## src/rtl/imem_boot_loader.sv

```systemverilog
// Boot loader: receives a framed, checksummed byte stream and writes big-endian
// 16-bit words into instruction memory, holding the CPU in reset until verified.
module imem_boot_loader #(
    parameter int MAX_WORDS = 256
) (
    input  logic        clk,
    input  logic        rst_n,
    input  logic        in_valid,
    input  logic [7:0]  in_data,
    output logic        in_ready,
    output logic        imem_wr_en,
    output logic [15:0] imem_wr_addr,
    output logic [15:0] imem_wr_data,
    output logic        cpu_rst_n,
    output logic        load_done,
    output logic        load_err
);

    typedef enum logic [2:0] {
        S_CNT_HI,
        S_CNT_LO,
        S_DATA_HI,
        S_DATA_LO,
        S_CSUM,
        S_DONE,
        S_ERROR
    } state_t;

    state_t      state_q, state_d;
    logic [7:0]  cnt_hi_q, cnt_hi_d;
    logic [15:0] word_cnt_q, word_cnt_d;
    logic [15:0] word_idx_q, word_idx_d;
    logic [7:0]  data_hi_q, data_hi_d;
    logic [7:0]  sum_q, sum_d;

    logic        in_ready_d;
    logic        wr_en_d;
    logic [15:0] wr_addr_d;
    logic [15:0] wr_data_d;
    logic        done_d;
    logic        err_d;

    logic        xfer;
    logic [15:0] count_word;
    logic [15:0] word_idx_inc;

    assign xfer         = in_valid && in_ready;
    assign count_word   = {cnt_hi_q, in_data};
    assign word_idx_inc = word_idx_q + 16'd1;

    always_comb begin
        state_d    = state_q;
        cnt_hi_d   = cnt_hi_q;
        word_cnt_d = word_cnt_q;
        word_idx_d = word_idx_q;
        data_hi_d  = data_hi_q;
        sum_d      = sum_q;
        wr_en_d    = 1'b0;
        wr_addr_d  = imem_wr_addr;
        wr_data_d  = imem_wr_data;

        case (state_q)
            S_CNT_HI: begin
                if (xfer) begin
                    cnt_hi_d = in_data;
                    sum_d    = sum_q + in_data;
                    state_d  = S_CNT_LO;
                end
            end
            S_CNT_LO: begin
                if (xfer) begin
                    word_cnt_d = count_word;
                    word_idx_d = '0;
                    sum_d      = sum_q + in_data;
                    if (count_word == 16'd0)
                        state_d = S_CSUM;
                    else if (count_word > 16'(MAX_WORDS))
                        state_d = S_ERROR;
                    else
                        state_d = S_DATA_HI;
                end
            end
            S_DATA_HI: begin
                if (xfer) begin
                    data_hi_d = in_data;
                    sum_d     = sum_q + in_data;
                    state_d   = S_DATA_LO;
                end
            end
            S_DATA_LO: begin
                if (xfer) begin
                    wr_en_d    = 1'b1;
                    wr_addr_d  = {word_idx_q[14:0], 1'b0};
                    wr_data_d  = {data_hi_q, in_data};
                    word_idx_d = word_idx_inc;
                    sum_d      = sum_q + in_data;
                    state_d    = (word_idx_inc == word_cnt_q) ? S_CSUM : S_DATA_HI;
                end
            end
            S_CSUM: begin
                if (xfer)
                    state_d = (in_data == sum_q) ? S_DONE : S_ERROR;
            end
            default: state_d = state_q;
        endcase

        // Status outputs are registered images of the state being entered.
        in_ready_d = (state_d != S_DONE) && (state_d != S_ERROR);
        done_d     = (state_d == S_DONE);
        err_d      = (state_d == S_ERROR);
    end

    always_ff @(posedge clk or negedge rst_n) begin
        if (!rst_n) begin
            state_q      <= S_CNT_HI;
            cnt_hi_q     <= '0;
            word_cnt_q   <= '0;
            word_idx_q   <= '0;
            data_hi_q    <= '0;
            sum_q        <= '0;
            in_ready     <= 1'b0;
            imem_wr_en   <= 1'b0;
            imem_wr_addr <= '0;
            imem_wr_data <= '0;
            cpu_rst_n    <= 1'b0;
            load_done    <= 1'b0;
            load_err     <= 1'b0;
        end else begin
            state_q      <= state_d;
            cnt_hi_q     <= cnt_hi_d;
            word_cnt_q   <= word_cnt_d;
            word_idx_q   <= word_idx_d;
            data_hi_q    <= data_hi_d;
            sum_q        <= sum_d;
            in_ready     <= in_ready_d;
            imem_wr_en   <= wr_en_d;
            imem_wr_addr <= wr_addr_d;
            imem_wr_data <= wr_data_d;
            cpu_rst_n    <= done_d;
            load_done    <= done_d;
            load_err     <= err_d;
        end
    end

endmodule

```

## config.mk

```make
export PLATFORM = sky130hd
export DESIGN_NAME = imem_boot_loader
export DESIGN_NICKNAME = d
export VERILOG_FILES = /design/src/rtl/imem_boot_loader.sv
export SDC_FILE = /design/constraint.sdc
export NUM_CORES = 1
export LEC_CHECK = 0
export ABC_AREA = 1
export BUFFER_PORTS_ARGS = -buffer_cell sky130_fd_sc_hd__buf_2
export CORE_ASPECT_RATIO = 0.9
export CORE_UTILIZATION = 55
export DETAILED_ROUTE_END_ITERATION = 7
export GPL_TIMING_DRIVEN = 0
export PLACE_DENSITY = 0.82
export REMOVE_ABC_BUFFERS = 1
export SYNTH_ARGS = -nofsm -noshare
export SYNTH_HDL_FRONTEND = slang
export SYNTH_SLANG_ARGS = --single-unit
```

## constraint.sdc

```tcl
create_clock -name clk -period 2.35 [get_ports clk]
set_input_delay 0.1175 -clock clk [delete_from_list [all_inputs] [get_ports clk]]
set_output_delay 0.1175 -clock clk [all_outputs]
set_load 0.005 [all_outputs]
```

==> impl_metrics.env, run 1 <==
export IMPL_syn_area_mm2=0.00461
export IMPL_avgSynthCellArea_um2=8.09
export IMPL_die_w_um=98.5
export IMPL_cap_viol_max_count=0
export IMPL_vias=3952
export IMPL_core_mm2=0.00811
export IMPL_clock_fmax_ghz=0.452
export IMPL_dp_cells=701
export IMPL_syn2layout_area_growth_pct=14.5
export IMPL_total_power_mw=6.24
export IMPL_synthTopCellsByCount="184 x nand2_1, 94 x dfrtp_1, 66 x o21ai_0"
export IMPL_dp_hpwl_mm=6.93
export IMPL_synthArstFlopShare_pct=100
export IMPL_synth_area_leaders="dfrtp_1 51%, nand2_1 15%, o21ai_0 7.2%"
export IMPL_setup_tns_ns=0
export IMPL_dieArea_mm2=0.00876
export IMPL_postPlaceCellArea_mm2=0.00495
export IMPL_leakagePower_nw=2.80
export IMPL_tightestPinTransition_ns=0.611
export IMPL_ir_drop_uv=576
export IMPL_synth_compound_area_share_pct=10.0
export IMPL_finalWeightedCongestion=0.896
export IMPL_rsz0062_at_grt="true"
export IMPL_antenna_found_initial=0
export IMPL_synthAdderAreaFrac_pct=2.60
export IMPL_critical_path_arrival_ns=2.47
export IMPL_fin_cells=726
export IMPL_setup_worst_path_end_class="flip-flop"
export IMPL_finClkSkew_ns=0.0130
export IMPL_via_per_inst=5.44
export IMPL_pre_cts_slack_ns=-1.10
export IMPL_path_cells="buf_4 -> clkinvlp_4 -> nor2_8 -> nand2_4 -> nand2_1 -> nand3_1 -> nand2_1 -> nand2_1 -> nor2_1 -> nand2_1 -> nor2_2 -> nand3_1 -> nand2_1 -> nand2_1 -> nand2_1 -> nand2_1 -> nand2_1 -> inv_1"
export IMPL_start_kind="flip-flop"
export IMPL_synthFlopType="dfrtp_1"
export IMPL_synthMuxAreaShare_pct=0
export IMPL_crit_family="simple AND/OR/NAND/NOR gates"
export IMPL_pin_count=48
export IMPL_grt_start_max_net_pins=50
export IMPL_fin_crit_ns=2.21
export IMPL_synth_top_family_by_area="simple AND/OR/NAND/NOR gates"
export IMPL_ys_seq_area_share_pct=51.0
export IMPL_critPathSlowestCell="dfrtp_1"
export IMPL_outcome="finished, violations left"
export IMPL_cts_root_buf="clkbuf_8"
export IMPL_synth_edf_count=0
export IMPL_fin_util_pct=65.2
export IMPL_synth_top_area_share_pct=51.0
export IMPL_violations="DRC"
export IMPL_hold_violations=0
export IMPL_synth_most_common_cell="nand2_1"
export IMPL_antenna_cells=0
export IMPL_grt_remaining_overflow=0
export IMPL_row_count=31
export IMPL_syn_inst=570
export IMPL_hold_slack_ns=0.142
export IMPL_drtIter0Drc=210
export IMPL_grt_pass1_wl_mm=16.9
export IMPL_cts_buffers=9
export IMPL_yosys_area_share_simple_pct=27.8
export IMPL_cts_tree="yes"
export IMPL_drt_pre_antenna_iters=8
export IMPL_start_util_pct=56.9
export IMPL_worstPathRequired_ns=2.61
export IMPL_criticalPathCategory="reg -> reg"
export IMPL_maxSlewHeadroom_pct=59.2
export IMPL_clk_pin_slew_worst_paths_ns=0.10
export IMPL_path_buf_inv=3
export IMPL_setup_viol=0
export IMPL_finalNetCount=642
export IMPL_clock_latency_ns=0.36
export IMPL_fin_ws_ns=0.139
export IMPL_cts_buffer_depth=2
export IMPL_grt_pass1_vias=3687
export IMPL_clkSinkCount=94
export IMPL_stdcell_area_mm2=0.00528
export IMPL_critPathMaxStageDelay_ns=0.44
export IMPL_synth_xor_area_share_pct=1.63
export IMPL_report_final_slew_viol_count=0
export IMPL_finalWirelength_mm=10.2
export IMPL_port_buffer_count=46
export IMPL_route_detailed_drc=1
export IMPL_crit_path_frequent_cell="nand2_1"
export IMPL_wl_per_cell_um=14.1
export IMPL_grt_usage_pct=24.8
export IMPL_yosysUniqueCellTypes=31
export IMPL_hold_class="in -> reg"
export IMPL_path_max_fanout=8
export IMPL_cts_max_level=3
export IMPL_ys_ff_latch=94
export IMPL_synth_warning_count=0
export IMPL_drive_gt1_share_pct=16.6
export IMPL_power_density_mw_per_mm2=1180
export IMPL_drtAntennaViolNets=0
export IMPL_fillers=672
export IMPL_post_route_period_util_pct=94.1
export IMPL_die_height_um=88.9
export IMPL_yosys_area_top_type="dfrtp_1"
-- worst reg2reg max path: cells and delay by family, from the launching register on --
family / cells / cell delay [ns]
buffers and inverters: 3 / 0.33
flip-flops: 1 / 0.44
AND/OR/NAND/NOR: 15 / 1.34
-- power by group --
part	total [mW]	leakage, nW	switching, mW	internal, mW
logic	2.40	1.49	1.39	1.01
clock network	1.06	0.101	0.617	0.441
registers	2.78	1.21	0.487	2.29
-- flip-flops by register name, summed over array words and instances, names as in the netlist --
name	cells
load_err	1
imem_wr_addr	15
state_q	3
word_idx_q	16
word_cnt_q	16
imem_wr_data	16
in_ready	1
sum_q	8
load_done	1
cnt_hi_q	8
imem_wr_en	1
data_hi_q	8
-- worst paths after layout --
kind | from | cells after the start | slack [ns] | endpoint
min reg2reg | imem_wr_addr[8] | 2 | 0.48 | imem_wr_addr[8]
max in group asynchronous | rst_n | 3 | 1.41 | cnt_hi_q[0]
min | in_data[7] | 3 | 0.14 | cnt_hi_q[7]
max | word_idx_q[0] | 18 | 0.14 | in_ready
min in group asynchronous | rst_n | 2 | 0.31 | imem_wr_addr[5]
max reg2reg | word_idx_q[0] | 18 | 0.14 | in_ready
-- area by class of cell --
class / instances / area [um^2] / area share, %
clock buffers: 10 / 138 / 2.60
clock inverters: 6 / 55.1 / 1.04
inverters: 67 / 262 / 4.95
multi-input cells: 394 / 2010 / 38.1
flip-flops and latches: 94 / 2350 / 44.5
well taps: 99 / 124 / 2.34
repair buffers: 56 / 343 / 6.49
-- cells by family (layout without fill, tap and decap cells) --
logic type,count (synthesis),count (layout)
fa+ha+maj,9,9
xor+xnor,7,7
buf+inv,83,139
other cells,1,1
flops,94,94
simple gates,289,290
compound gates,87,87
-- per-layer routing --
layer  wire, um  track usage [%]  vias up
li1           -                -     1940
met1       4600             32.5     1857
met2       4860             41.6      141
met3        611             5.61       14
met4        134             7.73        0
met5          0                0        -
-- what timing repair did --
item | 4_1_cts | 5_1_grt
endpoints found under the hold margin | 45 | 0
setup buffers | 0 | 7
pin swaps | 0 | 16
gates cloned | 0 | 1
setup endpoints to repair | 26 | 4
resized for setup | 5 | 15
hold buffers | 1 | 0
-- placed cells by master (no fill, tap or decap), drive strengths merged --
| master | instances |
|---|---|
| xor2 | 6 |
| nor4 | 3 |
| or2 | 1 |
| ha | 8 |
| o22ai | 9 |
| dfrtp | 94 |
| o21bai | 1 |
| buf | 55 |
| nor3 | 2 |
| xnor3 | 1 |
| clkbuf | 10 |
| clkinvlp | 2 |
| nand2 | 191 |
| fa | 1 |
| conb | 1 |
| o21ai | 66 |
| nand4 | 10 |
| nand3 | 43 |
| a211oi | 1 |
| inv | 71 |
| dlygate4sd3 | 1 |
| a21oi | 8 |
| nor2 | 36 |
| nand3b | 4 |
| o211a | 2 |
No activity file was read; power rests on OpenSTA's default activity.
==> run 2: changes to the inputs <==
Settings changed: CELL_PAD_IN_SITES_DETAIL_PLACEMENT set to 0, CELL_PAD_IN_SITES_GLOBAL_PLACEMENT set to 1, CORE_UTILIZATION 55 to 44, CTS_BUF_LIST set to sky130_fd_sc_hd__clkbuf_16, PLACE_DENSITY 0.82 to unset, PLACE_DENSITY_LB_ADDON set to 0.1.
==> run 2 against run 1 <==
Die area up 24%; critical endpoint unchanged; largest power group unchanged; power up 4.5%; worst setup slack better by 0.084 ns; the run now ends clean; critical path type unchanged; wire length up 4.2%.
==> impl_metrics.env, run 2 (synthesis gave the netlist of run 1 again) <==
export IMPL_outcome="finished clean"
export IMPL_hold_slack_ns=0.155
export IMPL_finalWirelength_mm=10.6
export IMPL_setup_tns_ns=0
export IMPL_clock_latency_ns=0.34
export IMPL_min_from="in_data[0]"
export IMPL_cts_tree="yes"
export IMPL_dp_hpwl_mm=7.23
export IMPL_fin_crit_ns=2.13
export IMPL_grt_usage_pct=21.1
export IMPL_report_final_slew_viol_count=0
export IMPL_drtAntennaViolNets=0
export IMPL_cts_max_level=3
export IMPL_fin_util_pct=52.9
export IMPL_cts_root_buf="clkbuf_16"
export IMPL_largestRegisters="imem_wr_data (16), word_cnt_q (16), word_idx_q (16)"
export IMPL_reg2reg_depth=18
export IMPL_via_per_inst=5.02
export IMPL_r2r_slack_ns=0.22
export IMPL_leakagePower_nw=2.83
export IMPL_dieArea_mm2=0.0109
export IMPL_p_int_mw=4.02
export IMPL_whs_endpoint="sum_q[0]"
export IMPL_row_count=35
export IMPL_antenna_found_initial=0
export IMPL_worstHoldPathCells=4
export IMPL_switching_power_mw=2.50
export IMPL_syn2layout_area_growth_pct=17.0
export IMPL_pin_count=48
export IMPL_seqPwrFrac_pct=42.7
export IMPL_path_max_fanout=4
export IMPL_final_cell_mix="181 x nand2_1, 89 x dfrtp_1, 66 x o21ai_0"
export IMPL_drtIter0Drc=144
export IMPL_multi_input_area_mm2=0.00200
export IMPL_tightestPinTransition_ns=0.528
export IMPL_worstPathRequired_ns=2.60
export IMPL_power_switching_share_pct=38.3
export IMPL_pre_cts_slack_ns=-1.36
export IMPL_post_route_period_util_pct=90.5
export IMPL_criticalPathCategory="reg -> reg"
export IMPL_comb_power_share_pct=35.1
export IMPL_cap_viol_max_count=0
export IMPL_drive_gt1_share_pct=16.0
export IMPL_finalWeightedCongestion=0.786
export IMPL_clk_pin_slew_worst_paths_ns=0.07
export IMPL_port_buffer_count=46
export IMPL_antenna_cells=0
export IMPL_final_common_cell="nand2_1"
export IMPL_start_util_pct=45.2
export IMPL_die_height_um=99.1
export IMPL_p_clk_share_pct=22.3
export IMPL_setup_worst_path_end_class="flip-flop"
export IMPL_ir_drop_uv=713
export IMPL_clkSinkCount=94
export IMPL_finClkSkew_ns=0.00505
export IMPL_drt_pre_antenna_iters=4
export IMPL_fillers=1004
export IMPL_start_kind="flip-flop"
export IMPL_total_power_mw=6.52
export IMPL_die_w_um=110
export IMPL_reg2reg_from="word_idx_q[0]"
export IMPL_critical_path_arrival_ns=2.37
export IMPL_grt_pass1_vias=3495
export IMPL_maxSlewHeadroom_pct=64.7
export IMPL_route_detailed_drc=0
export IMPL_wl_per_cell_um=14.1
export IMPL_vias=3784
export IMPL_worstReg2RegEnd="in_ready"
export IMPL_fin_ws_ns=0.223
export IMPL_grt_pass1_wl_mm=17.3
export IMPL_grt_start_max_net_pins=61
export IMPL_clock_fmax_ghz=0.470
export IMPL_finalNetCount=640
export IMPL_setup_viol=0
export IMPL_power_density_mw_per_mm2=1210
export IMPL_cts_buffers=9
export IMPL_core_mm2=0.0102
export IMPL_hold_class="in -> reg"
export IMPL_grt_remaining_overflow=0
export IMPL_seqCellArea_mm2=0.00236
export IMPL_cts_buffer_depth=2
export IMPL_hold_violations=0
-- run 2: changes by cell type in the layout (fill, tap and decap cells not counted), sizes merged --
cell	previous run	this run
buf	55	53
clkbuf	10	9
clkinvlp	2	0
clkinv	0	2
inv	71	72
-- run 2: power groups by stage --
| stage | Clock, mW | Combinational, mW | Sequential, mW |
|---|---|---|---|
| floorplan | 0 | 1.53 | 2.72 |
| global placement | 0 | 2.15 | 2.78 |
| detailed placement | 0 | 2.22 | 2.79 |
| CTS | 1.50 | 2.25 | 2.77 |
| global route | 1.57 | 2.66 | 2.88 |
| finish | 1.45 | 2.28 | 2.78 |
-- run 2: through the flow --
step	cell area, um^2	std cells
floorplan	4550	554
global placement	4940	729
detailed placement	4990	731
CTS	5320	749
global route	5400	754
finish	5400	754
-- run 2: worst max-delay path by stage --
| stage | startpoint | to | slack, ns | depth (start not counted) |
|---|---|---|---|---|
| 6_report | word_idx_q[0] | in_ready | 0.22 | 18 |
| 4_1_cts | word_idx_q[0] | in_ready | 0.04 | 18 |
| 3_3_place_gp | state_q[0] | in_ready | -1.78 | 13 |
| 2_1_floorplan | state_q[0] | in_ready | -0.40 | 13 |
| 3_5_place_dp | state_q[2] | in_ready | -1.36 | 12 |
| 5_1_grt | word_idx_q[0] | in_ready | -0.006 | 18 |
-- run 2: area by class of cell --
| cell class | count | share of cell area (%) |
|---|---|---|
| sequential | 94 | 43.7 |
| multi-input combinational | 394 | 37.0 |
| timing repair buffer | 54 | 6.07 |
| inverter | 67 | 4.71 |
| clock buffer | 9 | 4.17 |
| tap | 129 | 2.99 |
| clock inverter | 7 | 1.32 |
-- run 2: layer usage --
| metal | up-vias | wire [um] | global-route usage, % |
|---|---|---|---|
| li1 | 1939 | - | - |
| met1 | 1769 | 5150 | 29.5 |
| met2 | 72 | 5010 | 32.4 |
| met3 | 4 | 389 | 5.57 |
| met4 | 0 | 82 | 5.74 |
| met5 | - | 0 | 0 |
-- run 2: worst max-delay path, cell delays in order (launching register included) --
cell,delay (ns)
dfrtp_2,0.44
ha_4,0.19
nand2_2,0.10
nor2_4,0.05
buf_4,0.13
nand2_1,0.05
nand2_1,0.06
nand2_1,0.08
nand2_1,0.05
nand2_1,0.08
nand4_1,0.13
nor2_2,0.17
nand3_1,0.09
nand2_1,0.07
nand2_1,0.07
nand2_1,0.09
nand2_1,0.07
nand2_1,0.06
inv_1,0.03
-- run 2: what timing repair did --
item	in CTS	in global routing
gates cloned	0	1
hold buffers	1	0
gates resized for setup	5	13
endpoints found under the hold margin	34	0
setup endpoints to repair	28	4
buffers inserted	1	4
pin swaps	1	5
==> run 3: changes to the inputs <==
Settings changed: CORE_ASPECT_RATIO 0.9 to 0.75, MAX_ROUTING_LAYER set to met4.
==> run 3 against run 2 <==
Sequential share of layout area is 0.25 points lower; final area increased by 0.30%; worst hold slack better by 0.0059 ns; sequential power about the same; highest routed layer unchanged; register-to-register slack about the same; critical path depth shrank 2; sequential cell count unchanged; maximum frequency decreased by 0.70%; largest cell class unchanged.
==> impl_metrics.env, run 3 (synthesis gave the netlist of run 1 again) <==
export IMPL_outcome="finished clean"
export IMPL_cap_viol_max_count=0
export IMPL_dp_cells=734
export IMPL_port_buffer_count=46
export IMPL_post_route_period_util_pct=91.2
export IMPL_die_w_um=120
export IMPL_drive_gt1_share_pct=15.7
export IMPL_hold_violations=0
export IMPL_fin_ws_ns=0.208
export IMPL_clock_latency_ns=0.34
export IMPL_power_density_mw_per_mm2=1220
export IMPL_drtIter0Drc=286
export IMPL_row_count=31
export IMPL_rsz0062_at_grt="false"
export IMPL_clk_pin_slew_worst_paths_ns=0.07
export IMPL_hold_class="in -> reg"
export IMPL_start_util_pct=46.5
export IMPL_drt_pre_antenna_iters=5
export IMPL_wl_per_cell_um=14.4
export IMPL_core_mm2=0.00993
export IMPL_grt_start_max_net_pins=55
export IMPL_cts_max_level=3
export IMPL_finClkSkew_ns=0.00750
export IMPL_finalWirelength_mm=10.9
export IMPL_die_height_um=90.7
export IMPL_dp_hpwl_mm=7.36
export IMPL_via_per_inst=5.05
export IMPL_final_cell_mix="181 x nand2_1, 94 x dfrtp_1, 66 x o21ai_0"
export IMPL_cts_buffers=9
export IMPL_drtAntennaViolNets=0
export IMPL_final_common_cell="nand2_1"
export IMPL_path_max_fanout=8
export IMPL_syn2layout_area_growth_pct=17.3
export IMPL_crit_path_frequent_cell="nand2_1"
export IMPL_tightestPinTransition_ns=0.550
export IMPL_ir_drop_uv=428
export IMPL_criticalPathCategory="reg -> reg"
export IMPL_antenna_found_initial=0
export IMPL_grt_pass1_vias=3555
export IMPL_route_detailed_drc=0
export IMPL_clkSinkCount=94
export IMPL_path_cells="ha_4 -> nand3_2 -> nor2_4 -> nand3_1 -> nand2_1 -> nand2_1 -> nand2_1 -> nand3_1 -> nor2_2 -> nand3_1 -> nand2_1 -> nand2_1 -> nand2_1 -> nand2_1 -> nand2_1 -> inv_1"
export IMPL_setup_viol=0
export IMPL_fin_cells=758
export IMPL_cts_tree="yes"
export IMPL_cts_root_buf="clkbuf_16"
export IMPL_dieArea_mm2=0.0109
export IMPL_critical_path_arrival_ns=2.38
export IMPL_finalWeightedCongestion=0.798
export IMPL_fin_crit_ns=2.14
export IMPL_grt_remaining_overflow=0
export IMPL_critPathSlowestCell="dfrtp_1"
export IMPL_leakagePower_nw=2.84
export IMPL_largestRegisters="imem_wr_data (16), word_cnt_q (16), word_idx_q (16)"
export IMPL_setup_tns_ns=0
export IMPL_start_kind="flip-flop"
export IMPL_finalNetCount=641
export IMPL_antenna_cells=0
export IMPL_grt_usage_pct=21.5
export IMPL_worstPathRequired_ns=2.58
export IMPL_maxSlewHeadroom_pct=63.3
export IMPL_setup_worst_path_end_class="flip-flop"
export IMPL_vias=3829
export IMPL_cts_buffer_depth=2
export IMPL_pre_cts_slack_ns=-1.40
export IMPL_grt_pass1_wl_mm=17.7
export IMPL_pin_count=48
export IMPL_critPathMaxStageDelay_ns=0.42
export IMPL_clock_fmax_ghz=0.467
export IMPL_report_final_slew_viol_count=0
==> run 3: final cells by class <==
type / instances / area [um^2]
multi-input cells: 394 / 1990
well taps: 132 / 165
inverters: 67 / 260
fillers: 962 / 4520
repair buffers: 55 / 335
clock buffers: 9 / 225
flip-flops and latches: 94 / 2350
clock inverters: 7 / 81.3
==> run 3: metal layers <==
metal | vias to the layer above | global-route usage, % | share of wire, %
li1 | 1936 | - | -
met1 | 1792 | 30.8 | 50
met2 | 91 | 30.8 | 44
met3 | 10 | 4.42 | 4.9
met4 | 0 | 5.97 | 0.95
met5 | - | - | 0
==> run 3: critical path, delay by kind of cell, from the launching register on <==
kind / cells / cell delay, ns
and+or+nand+nor: 14 / 1.39
DFF: 1 / 0.42
adders and majority gates: 1 / 0.18
buffers and inverters: 1 / 0.04
==> run 3: repair_timing <==
action | in CTS | in global routing
resized for setup | 6 | 9
hold buffers | 1 | 0
gates cloned | 0 | 1
pin swaps | 1 | 4
setup endpoints to repair | 28 | 4
buffers inserted | 1 | 5
endpoints found under the hold margin | 40 | 0
==> run 3: power breakdown <==
group / leakage, nW / switching (mW) / internal (mW)
Sequential: 1.21 / 0.483 / 2.30
Clock: 0.152 / 0.667 / 0.842
Combinational: 1.47 / 1.35 / 0.973
Total: 2.84 / 2.50 / 4.11
==> run 3: per-stage QoR <==
| step | util (%) | power (mW) | area [um^2] | hold WS, ns |
|---|---|---|---|---|
| finish | 54.5 | 6.62 | 5410 | 0.161 |
| floorplan | - | 4.24 | 4550 | -0.178 |
| CTS | 53.8 | 6.58 | 5340 | 0.153 |
| global placement | 49.8 | 4.93 | 4940 | 0.457 |
| detailed placement | 50.3 | 5.02 | 4990 | 0.144 |
| global route | 54.5 | 7.15 | 5410 | 0.172 |
==> run 3: worst paths after layout <==
kind	slack, ns	cells past startpoint	startpoint	to
min in group asynchronous	0.30	2	rst_n	imem_wr_addr[5]
setup / recovery	0.21	16	word_idx_q[0]	in_ready
hold reg to reg	0.47	2	data_hi_q[7]	imem_wr_data[15]
hold / removal	0.16	4	in_data[0]	sum_q[0]
setup reg to reg	0.21	16	word_idx_q[0]	in_ready
max in group asynchronous	1.40	3	rst_n	word_cnt_q[7]
